**config.mk**
```make
export PLATFORM = sky130hd
export DESIGN_NAME = mem_port_arbiter
export DESIGN_NICKNAME = d
export VERILOG_FILES = /design/src/rtl/mem_port_arbiter.sv
export SDC_FILE = /design/constraint.sdc
export NUM_CORES = 1
export LEC_CHECK = 0
export CAP_MARGIN = 20
export CORE_MARGIN = 2
export CORE_UTILIZATION = 30
export CTS_CLUSTER_DIAMETER = 50
export DETAILED_ROUTE_END_ITERATION = 7
export PLACE_DENSITY = 0.71
export SLEW_MARGIN = 20
export SYNTH_ARGS = -nofsm -noshare
export SYNTH_HDL_FRONTEND = slang
export SYNTH_SLANG_ARGS = --single-unit
export TNS_END_PERCENT = 100
```
**constraint.sdc**
```tcl
create_clock -name clk -period 2.9 [get_ports clk]
set_input_delay 0.29 -clock clk [delete_from_list [all_inputs] [get_ports clk]]
set_output_delay 0.29 -clock clk [all_outputs]
set_load 0.02 [all_outputs]
```
**src/rtl/mem_port_arbiter.sv**
```systemverilog
// Arbiter sharing one unified instruction/data memory between the core controller (port C)
// and the debug/program loader (port D); one outstanding access, registered memory side.
module mem_port_arbiter #(
    parameter int AW         = 32,
    parameter int DW         = 32,
    parameter int FIXED_PRIO = 0,
    parameter int TIMEOUT    = 16
) (
    input  logic          clk,
    input  logic          reset,
    input  logic          c_req,
    input  logic          c_we,
    input  logic          c_lock,
    input  logic [AW-1:0] c_addr,
    input  logic [DW-1:0] c_wdata,
    output logic [DW-1:0] c_rdata,
    output logic          c_done,
    output logic          c_err,
    input  logic          d_req,
    input  logic          d_we,
    input  logic          d_lock,
    input  logic [AW-1:0] d_addr,
    input  logic [DW-1:0] d_wdata,
    output logic [DW-1:0] d_rdata,
    output logic          d_done,
    output logic          d_err,
    output logic [1:0]    gnt,
    output logic          mem_req,
    output logic          mem_we,
    output logic [AW-1:0] mem_addr,
    output logic [DW-1:0] mem_wdata,
    input  logic          mem_ready,
    input  logic [DW-1:0] mem_rdata
);

    typedef enum logic [1:0] {
        ST_IDLE   = 2'd0,
        ST_ACCESS = 2'd1,
        ST_DONE   = 2'd2
    } state_t;

    localparam int CW = $clog2(TIMEOUT + 1);
    localparam logic [CW-1:0] CNT_LAST = CW'(TIMEOUT - 1);

    state_t        state_q, state_d;
    logic          own_d_q, own_d_d;
    logic          prio_d_q, prio_d_d;
    logic [1:0]    gnt_q, gnt_d;
    logic          mem_req_q, mem_req_d;
    logic          we_q, we_d;
    logic [AW-1:0] addr_q, addr_d;
    logic [DW-1:0] wdata_q, wdata_d;
    logic [CW-1:0] cnt_q, cnt_d;
    logic          c_done_q, c_done_d;
    logic          c_err_q, c_err_d;
    logic [DW-1:0] c_rdata_q, c_rdata_d;
    logic          d_done_q, d_done_d;
    logic          d_err_q, d_err_d;
    logic [DW-1:0] d_rdata_q, d_rdata_d;

    logic          pick_d_s;
    logic          own_req_s;
    logic          own_lock_s;
    logic          done_s;
    logic          err_s;
    logic [DW-1:0] rdata_s;

    // Arbitration helpers: prio_d_q set means D was not served last and wins a tie.
    always_comb begin
        pick_d_s   = d_req && (!c_req || ((FIXED_PRIO == 0) && prio_d_q));
        own_req_s  = own_d_q ? d_req  : c_req;
        own_lock_s = own_d_q ? d_lock : c_lock;
    end

    // Next-state and completion logic; completion info is steered to the owner at the end.
    always_comb begin
        state_d   = state_q;
        own_d_d   = own_d_q;
        prio_d_d  = prio_d_q;
        gnt_d     = gnt_q;
        mem_req_d = 1'b0;
        we_d      = we_q;
        addr_d    = addr_q;
        wdata_d   = wdata_q;
        cnt_d     = cnt_q;
        done_s    = 1'b0;
        err_s     = 1'b0;
        rdata_s   = {DW{1'b0}};
        c_done_d  = 1'b0;
        c_err_d   = 1'b0;
        c_rdata_d = {DW{1'b0}};
        d_done_d  = 1'b0;
        d_err_d   = 1'b0;
        d_rdata_d = {DW{1'b0}};

        case (state_q)
            ST_IDLE: begin
                if (c_req || d_req) begin
                    own_d_d   = pick_d_s;
                    gnt_d     = pick_d_s ? 2'b10 : 2'b01;
                    we_d      = pick_d_s ? d_we    : c_we;
                    addr_d    = pick_d_s ? d_addr  : c_addr;
                    wdata_d   = pick_d_s ? d_wdata : c_wdata;
                    mem_req_d = 1'b1;
                    cnt_d     = {CW{1'b0}};
                    state_d   = ST_ACCESS;
                end else begin
                    gnt_d = 2'b00;
                end
            end
            ST_ACCESS: begin
                if (mem_ready) begin
                    done_s  = 1'b1;
                    rdata_s = we_q ? {DW{1'b0}} : mem_rdata;
                    state_d = ST_DONE;
                end else if (cnt_q == CNT_LAST) begin
                    done_s  = 1'b1;
                    err_s   = 1'b1;
                    state_d = ST_DONE;
                end else begin
                    mem_req_d = 1'b1;
                    cnt_d     = cnt_q + {{(CW-1){1'b0}}, 1'b1};
                end
            end
            ST_DONE: begin
                prio_d_d = !own_d_q;
                if (own_lock_s && own_req_s) begin
                    // Locked owner chains straight into its next access; the other port waits.
                    we_d      = own_d_q ? d_we    : c_we;
                    addr_d    = own_d_q ? d_addr  : c_addr;
                    wdata_d   = own_d_q ? d_wdata : c_wdata;
                    mem_req_d = 1'b1;
                    cnt_d     = {CW{1'b0}};
                    state_d   = ST_ACCESS;
                end else begin
                    gnt_d   = 2'b00;
                    state_d = ST_IDLE;
                end
            end
            default: begin
                gnt_d   = 2'b00;
                state_d = ST_IDLE;
            end
        endcase

        if (own_d_q) begin
            d_done_d  = done_s;
            d_err_d   = err_s;
            d_rdata_d = rdata_s;
        end else begin
            c_done_d  = done_s;
            c_err_d   = err_s;
            c_rdata_d = rdata_s;
        end
    end

    // State and output registers; async reset abandons any access in flight.
    always_ff @(posedge clk or negedge reset) begin
        if (!reset) begin
            state_q   <= ST_IDLE;
            own_d_q   <= 1'b0;
            prio_d_q  <= 1'b0;
            gnt_q     <= 2'b00;
            mem_req_q <= 1'b0;
            we_q      <= 1'b0;
            addr_q    <= {AW{1'b0}};
            wdata_q   <= {DW{1'b0}};
            cnt_q     <= {CW{1'b0}};
            c_done_q  <= 1'b0;
            c_err_q   <= 1'b0;
            c_rdata_q <= {DW{1'b0}};
            d_done_q  <= 1'b0;
            d_err_q   <= 1'b0;
            d_rdata_q <= {DW{1'b0}};
        end else begin
            state_q   <= state_d;
            own_d_q   <= own_d_d;
            prio_d_q  <= prio_d_d;
            gnt_q     <= gnt_d;
            mem_req_q <= mem_req_d;
            we_q      <= we_d;
            addr_q    <= addr_d;
            wdata_q   <= wdata_d;
            cnt_q     <= cnt_d;
            c_done_q  <= c_done_d;
            c_err_q   <= c_err_d;
            c_rdata_q <= c_rdata_d;
            d_done_q  <= d_done_d;
            d_err_q   <= d_err_d;
            d_rdata_q <= d_rdata_d;
        end
    end

    assign gnt       = gnt_q;
    assign mem_req   = mem_req_q;
    assign mem_we    = we_q;
    assign mem_addr  = addr_q;
    assign mem_wdata = wdata_q;
    assign c_done    = c_done_q;
    assign c_err     = c_err_q;
    assign c_rdata   = c_rdata_q;
    assign d_done    = d_done_q;
    assign d_err     = d_err_q;
    assign d_rdata   = d_rdata_q;

endmodule

```
==> out/qor.txt, run 1 <==
status = finished, final reports clean
dominant synthesized flop cell = dfrtp_1
area occupied by multi-input gates = 2250 µm²
Tot Pwr = 9.37 mW
final worst slack = 621 ps
clock sink count = 145
# port buffers = 304
unrepaired setup endpoints after global routing = no
Die Ht = 146 µm
Post-DP Area = 9440 µm²
vias in the first global route = 4,807
total grt overflow = 0
Clock Tree Buf Depth = 2
most frequent cells in the layout = 303 x clkdlybuf4s50_1, 145 x dfrtp_1, 89 x mux2_2
worst path cell trace = ha_1 > and3_1 > ha_1 > or4b_2 > o31ai_1 > o2bb2ai_1
CP required = 3230 ps
first drt pass iteration count = 4
Pins Over Slew Limit = 0
total core area = 19,700 µm²
critical path class = flop to flop
CTS tree = yes
Synth Register Bits = 145
layout cell share with drive strength beyond 1 = 0.193
# rows = 51
Die Wd = 146 µm
Crit path max-delay family = simple AND/OR/NAND/NOR gates
minimum clock period after layout = 2280 ps
gpl congestion = 0.735
clock network fraction of design power = 0.268
Worst Path Arrival = 2610 ps
hold buffer count at CTS = 1
Post-Route WL = 16,900 µm
Setup crit end = cnt_q[4]$_DFFE_PN0P_
Post-CTS Setup Bufs = 0
Starting DRT DRC Count = 158
worst slew pin tran = 483 ps
DPL Wire Length = 12,400 µm
pwr dens = 925 nW/µm²
all-layer global routing usage = 0.160
ys async rst share = 1.00
most common cell after layout, fill and taps aside = clkdlybuf4s50_1
Syn Inst Count = 427
crit path launch = cnt_q[0]$_DFFE_PN0P_
antenna cell count = 0
Final Skew = 9.11 ps
Layout Nets = 913
CP bufs+invs = 0
Syn. warnings = 0
Syn Nets = 598
htree depth = 4
first-pass GRT wire length = 26,700 µm
worst slack at placement = 452 ps
RR Startpoint = cnt_q[0]$_DFFE_PN0P_
Post-route DRC = 0
Antenna Nets Post-Route = 0
average size of a mapped cell = 14.2 µm²
Initial Util = 0.308
Unique masters post-synth = 38
Layout fillers = 1,765
largest net degree at the start of global routing = 72
internal power component = 6.35 mW
sw frac = 0.322
period utilization = 0.786
Logic pwr share = 0.419
Max IR drop VDD = 0.000404 V
Post-synth EDFFs = 0
Area growth syn-to-layout = 67.1%
worst rel slew slack = 0.678
slowest stage cell, crit path = or4b_2
CTS resizes = 0
Max-Cap Viols = 0
die area = 21,400 µm²
initial antenna violation count = 0
reg-to-reg slack, setup = 620 ps
cell mode on critical path = ha_1
Worst Hold Class = input port to asynchronous set/reset pin
CTS Root Cell = clkbuf_16
via-per-instance ratio = 4.36
Num CTS Buffers = 17
clock insertion delay at the later pin of the skew report = 410 ps
critical path depth = 6
R2R depth = 6
Max Freq = 0.439 GHz
total number of vias = 4,450
R2R Path End = cnt_q[4]$_DFFE_PN0P_
Pleak = 4.29 nW
Seq/Total Area, Yosys = 0.599
design area = 10,100 µm²
CP max stage delay = 730 ps
Worst Setup End Kind = flop
Worst-path clk slew = 70 ps
Hold Vio Cnt, Final = 0
Seq pwr share = 0.314
Setup-failing EPs final = 0
Critical Path Start Type = flop
crit-path max FO = 8
WL/cell = 16.6 µm
NetSw = 3.02 mW
Syn Std Cell Area = 6060 µm²
register area = 3630 µm²
IO Count = 305
post-route setup TNS = 0 ps
power groups by stage:
stage | clock, mW | sequential, mW | combinational, mW
floorplan | 0 | 3.68 | 1.45
global placement | 0 | 2.96 | 3.95
detailed placement | 0 | 2.98 | 3.99
CTS | 2.57 | 2.95 | 4.00
global route | 2.67 | 3.03 | 4.16
finish | 2.51 | 2.94 | 3.92
cells in the mapped netlist, types with 3 or more instances:
master | number | area share
dfrtp_1 | 145 | 0.60
nand2_1 | 10 | 0.0062
nand3_1 | 5 | 0.0041
o21ai_0 | 4 | 0.0033
clkbuf_1 | 8 | 0.0050
nor2_1 | 8 | 0.0050
buf_12 | 3 | 0.0099
mux2_2 | 89 | 0.17
mux2_1 | 39 | 0.072
inv_1 | 4 | 0.0025
buf_2 | 10 | 0.0083
and2_1 | 66 | 0.068
layer usage:
metal / part of all wire / vias up / wire (µm) / GRT usage
met1: 0.41 / 2137 / 6990 / 0.190
met3: 0.097 / 12 / 1640 / 0.0728
met2: 0.48 / 207 / 8100 / 0.268
met5: 0 / - / 0 / 0
met4: 0.0099 / 0 / 168 / 0.0345
li1: - / 2094 / - / -
cell type report:
class                      instances  share of cell area
sequential                       145               0.358
timing repair buffer             320               0.319
multi-input combinational        254               0.222
clock buffer                      19              0.0447
tap                              265              0.0327
clock inverter                    13              0.0220
inverter                           4             0.00148
per-stage QoR:
step | cells | utilization | hold WS, ps
2_1_floorplan | 427 | - | -5.59
3_3_place_gp | 987 | 0.481 | 271
3_5_place_dp | 987 | 0.481 | 274
4_1_cts | 1020 | 0.515 | 391
5_1_grt | 1020 | 0.515 | 421
6_report | 1020 | 0.515 | 392
how the worst min path moves through the flow:
stage               slack [ps]   from                    to
CTS                        390  reset  c_rdata[2]$_DFF_PN0_
finish                     390  reset  d_rdata[2]$_DFF_PN0_
global route               420  reset  d_rdata[2]$_DFF_PN0_
detailed placement         270  reset  d_rdata[1]$_DFF_PN0_
floorplan                   -6  reset      c_done$_DFF_PN0_
global placement           270  reset  d_rdata[1]$_DFF_PN0_
cell families (layout without fill, tap and decap cells):
group / after synthesis / count (layout) / share of synthesized area
AND/OR/NAND/NOR: 101 / 101 / 0.0980
buffers and inverters: 28 / 356 / 0.0324
XOR/XNOR: 1 / 1 / 0.00145
multiplexers: 130 / 130 / 0.241
AO/OA/AOI/OAI: 20 / 20 / 0.0244
adder cells (fa/ha/maj): 2 / 2 / 0.00413
flip-flops: 145 / 145 / 0.599
sequential cells by signal (all words and copies together), names as in the netlist, 2 cells and up:
name	flops
d_rdata	32
cnt_q	5
gnt	2
c_rdata	32
mem_addr	32
state_q	2
mem_wdata	32
Note: power is estimated with default switching activity, not from simulation.
==> run 2, diff against run 1 <==
==> constraint.sdc (replaced) <==
create_clock -name clk -period 2.39 [get_ports clk]
set_input_delay 0.239 -clock clk [delete_from_list [all_inputs] [get_ports clk]]
set_output_delay 0.239 -clock clk [all_outputs]
set_load 0.02 [all_outputs]
==> run 2 against run 1 <==
Design area fell by 0.31%. Largest cell class unchanged. Critical path type unchanged. Sequential share of layout area rose by 0.11 points. Register-to-register slack worse by 310 ps. Total power increased by 18%.
==> out/qor.txt, run 2 (synthesis results as in run 1) <==
first drt pass iteration count = 4 (unchanged)
clock sink count = 145 (unchanged)
critical path class = flop to flop
Max Freq = 0.481 GHz (+9.6%)
crit-path max FO = 38 (+30)
Cell Count Post-Placement = 988 (+0.10%)
CTS Root Cell = clkbuf_16
Pins Over Slew Limit = 0 (unchanged)
Antenna Nets Post-Route = 0 (unchanged)
Die Wd = 146 µm (unchanged)
Hold Vio Cnt, Final = 0 (unchanged)
total core area = 19,700 µm² (unchanged)
Starting DRT DRC Count = 109 (-31%)
antenna cell count = 0 (unchanged)
Post-Route WL = 16,500 µm (-2.3%)
Worst Hold Class = input port to asynchronous set/reset pin
minimum clock period after layout = 2080 ps (-199 ps)
die area = 21,400 µm² (unchanged)
Layout Cells excl Fill = 1,021 (+0.098%)
Max IR drop VDD = 0.000457 V (+13%)
period utilization = 0.870 (+0.0843)
Pleak = 4.27 nW (-0.56%)
# rows = 51 (unchanged)
worst slew pin tran = 456 ps (-26.2 ps)
total grt overflow = 0 (unchanged)
via-per-instance ratio = 4.39 (+0.53%)
initial antenna violation count = 0 (unchanged)
Post-route DRC = 0 (unchanged)
pwr dens = 1100 nW/µm² (+19%)
Setup-failing EPs final = 0 (unchanged)
# port buffers = 304 (unchanged)
Clock Tree Buf Depth = 2 (unchanged)
Worst Path Arrival = 2380 ps (-230 ps)
largest net degree at the start of global routing = 55 (-24%)
unrepaired setup endpoints after global routing = no
Critical Path Start Type = flop
gpl congestion = 0.739 (+0.61%)
Layout Nets = 914 (+0.11%)
all-layer global routing usage = 0.158 (-0.00196)
clock insertion delay at the later pin of the skew report = 420 ps (about the same)
Initial Util = 0.308 (unchanged)
WL/cell = 16.2 µm (-2.4%)
Worst Setup End Kind = flop
CTS tree = yes
DPL Wire Length = 12,400 µm (about the same)
most common cell after layout, fill and taps aside = clkdlybuf4s50_1
Max-Cap Viols = 0 (unchanged)
Die Ht = 146 µm (unchanged)
Post-CTS Setup Bufs = 0 (unchanged)
Num CTS Buffers = 17 (unchanged)
most frequent cells in the layout = 303 x clkdlybuf4s50_1, 145 x dfrtp_1, 89 x mux2_2
vias in the first global route = 4,636 (-3.6%)
Area growth syn-to-layout = 66.6%
worst rel slew slack = 0.696 (+0.0175)
first-pass GRT wire length = 26,200 µm (-2.0%)
htree depth = 4 (unchanged)
status = finished, final reports clean
Worst-path clk slew = 60 ps (about the same)
CP required = 2690 ps (-540 ps)
layout cell share with drive strength beyond 1 = 0.194 (+0.00107)
IO Count = 305 (unchanged)
post-route setup TNS = 0 ps (unchanged)
Final Skew = 9.52 ps (+0.412 ps)
total number of vias = 4,478 (+0.63%)
==> run 2: cell types whose count changed in the layout (fill, tap and decap cells not counted) <==
cell / previous run / this run
inv_8: 1 / 3
clkinvlp_4: 0 / 3
clkinv_4: 4 / 1
inv_6: 3 / 5
or4b_4: 0 / 1
buf_12: 5 / 7
bufinv_16: 5 / 2
or4b_2: 1 / 0
buf_4: 10 / 9
clkbuf_8: 2 / 1
==> run 2: path summary, 6_finish.rpt <==
path / slack, ps / from / endpoint / cells after the start
max in group asynchronous: 1410 / reset / mem_wdata[18]$_DFFE_PN0P_ / 3
min in group clk: 390 / mem_rdata[27] / d_rdata[27]$_DFF_PN0_ / 2
max: 310 / state_q[0]$_DFFE_PN0P_ / mem_wdata[0]$_DFFE_PN0P_ / 5
min: 320 / reset / d_rdata[1]$_DFF_PN0_ / 2
min reg2reg: 500 / mem_addr[17]$_DFFE_PN0P_ / mem_addr[17]$_DFFE_PN0P_ / 1
max reg2reg: 310 / state_q[0]$_DFFE_PN0P_ / mem_wdata[0]$_DFFE_PN0P_ / 5
==> run 2: final cells by class <==
cell class	count	area, µm²
Clock buffer	18	439
Sequential cell	145	3630
Clock inverter	14	169
Fill cell	1731	9560
Multi-Input combinational cell	254	2250
Timing Repair Buffer	321	3260
Inverter	4	15.0
Tap cell	265	332
==> run 2: metal layers <==
metal | GRT usage | vias to the layer above | wire length (µm)
met5 | 0 | - | 0
met4 | 0.0519 | 0 | 267
met3 | 0.0741 | 18 | 1790
met2 | 0.261 | 212 | 7890
met1 | 0.182 | 2150 | 6560
li1 | - | 2098 | -
==> run 2: repair_timing <==
action	CTS	global route
endpoints found under the hold margin	46	0
resized for setup	0	1
hold buffers	1	0
setup endpoints to repair	0	1
==> run 2: stage by stage <==
| stage | utilization | area [µm²] | setup WS [ps] | power, mW | hold slack [ps] |
|---|---|---|---|---|---|
| finish | 0.514 | 10100 | 310 | 11.1 | 324 |
| global route | 0.514 | 10100 | 204 | 11.7 | 345 |
| CTS | 0.514 | 10100 | 148 | 11.3 | 320 |
| detailed placement | 0.482 | 9480 | 143 | 8.49 | 206 |
| global placement | 0.482 | 9480 | 168 | 8.43 | 209 |
| floorplan | - | 6060 | 263 | 6.21 | -56.6 |
==> run 2: report_power, final <==
part | internal [mW] | leakage, nW | total [mW] | switching (mW)
combinational | 2.61 | 2.12 | 4.77 | 2.16
clock | 1.60 | 0.290 | 2.73 | 1.12
sequential | 3.20 | 1.86 | 3.59 | 0.391
total | 7.42 | 4.27 | 11.1 | 3.67
==> run 2: critical path: stages (launching register included) <==
cell and delay [ps]:
dfrtp_1 490, or2b_4 320, a31oi_4 230, buf_12 260, mux2_2 360, mux2_2 270
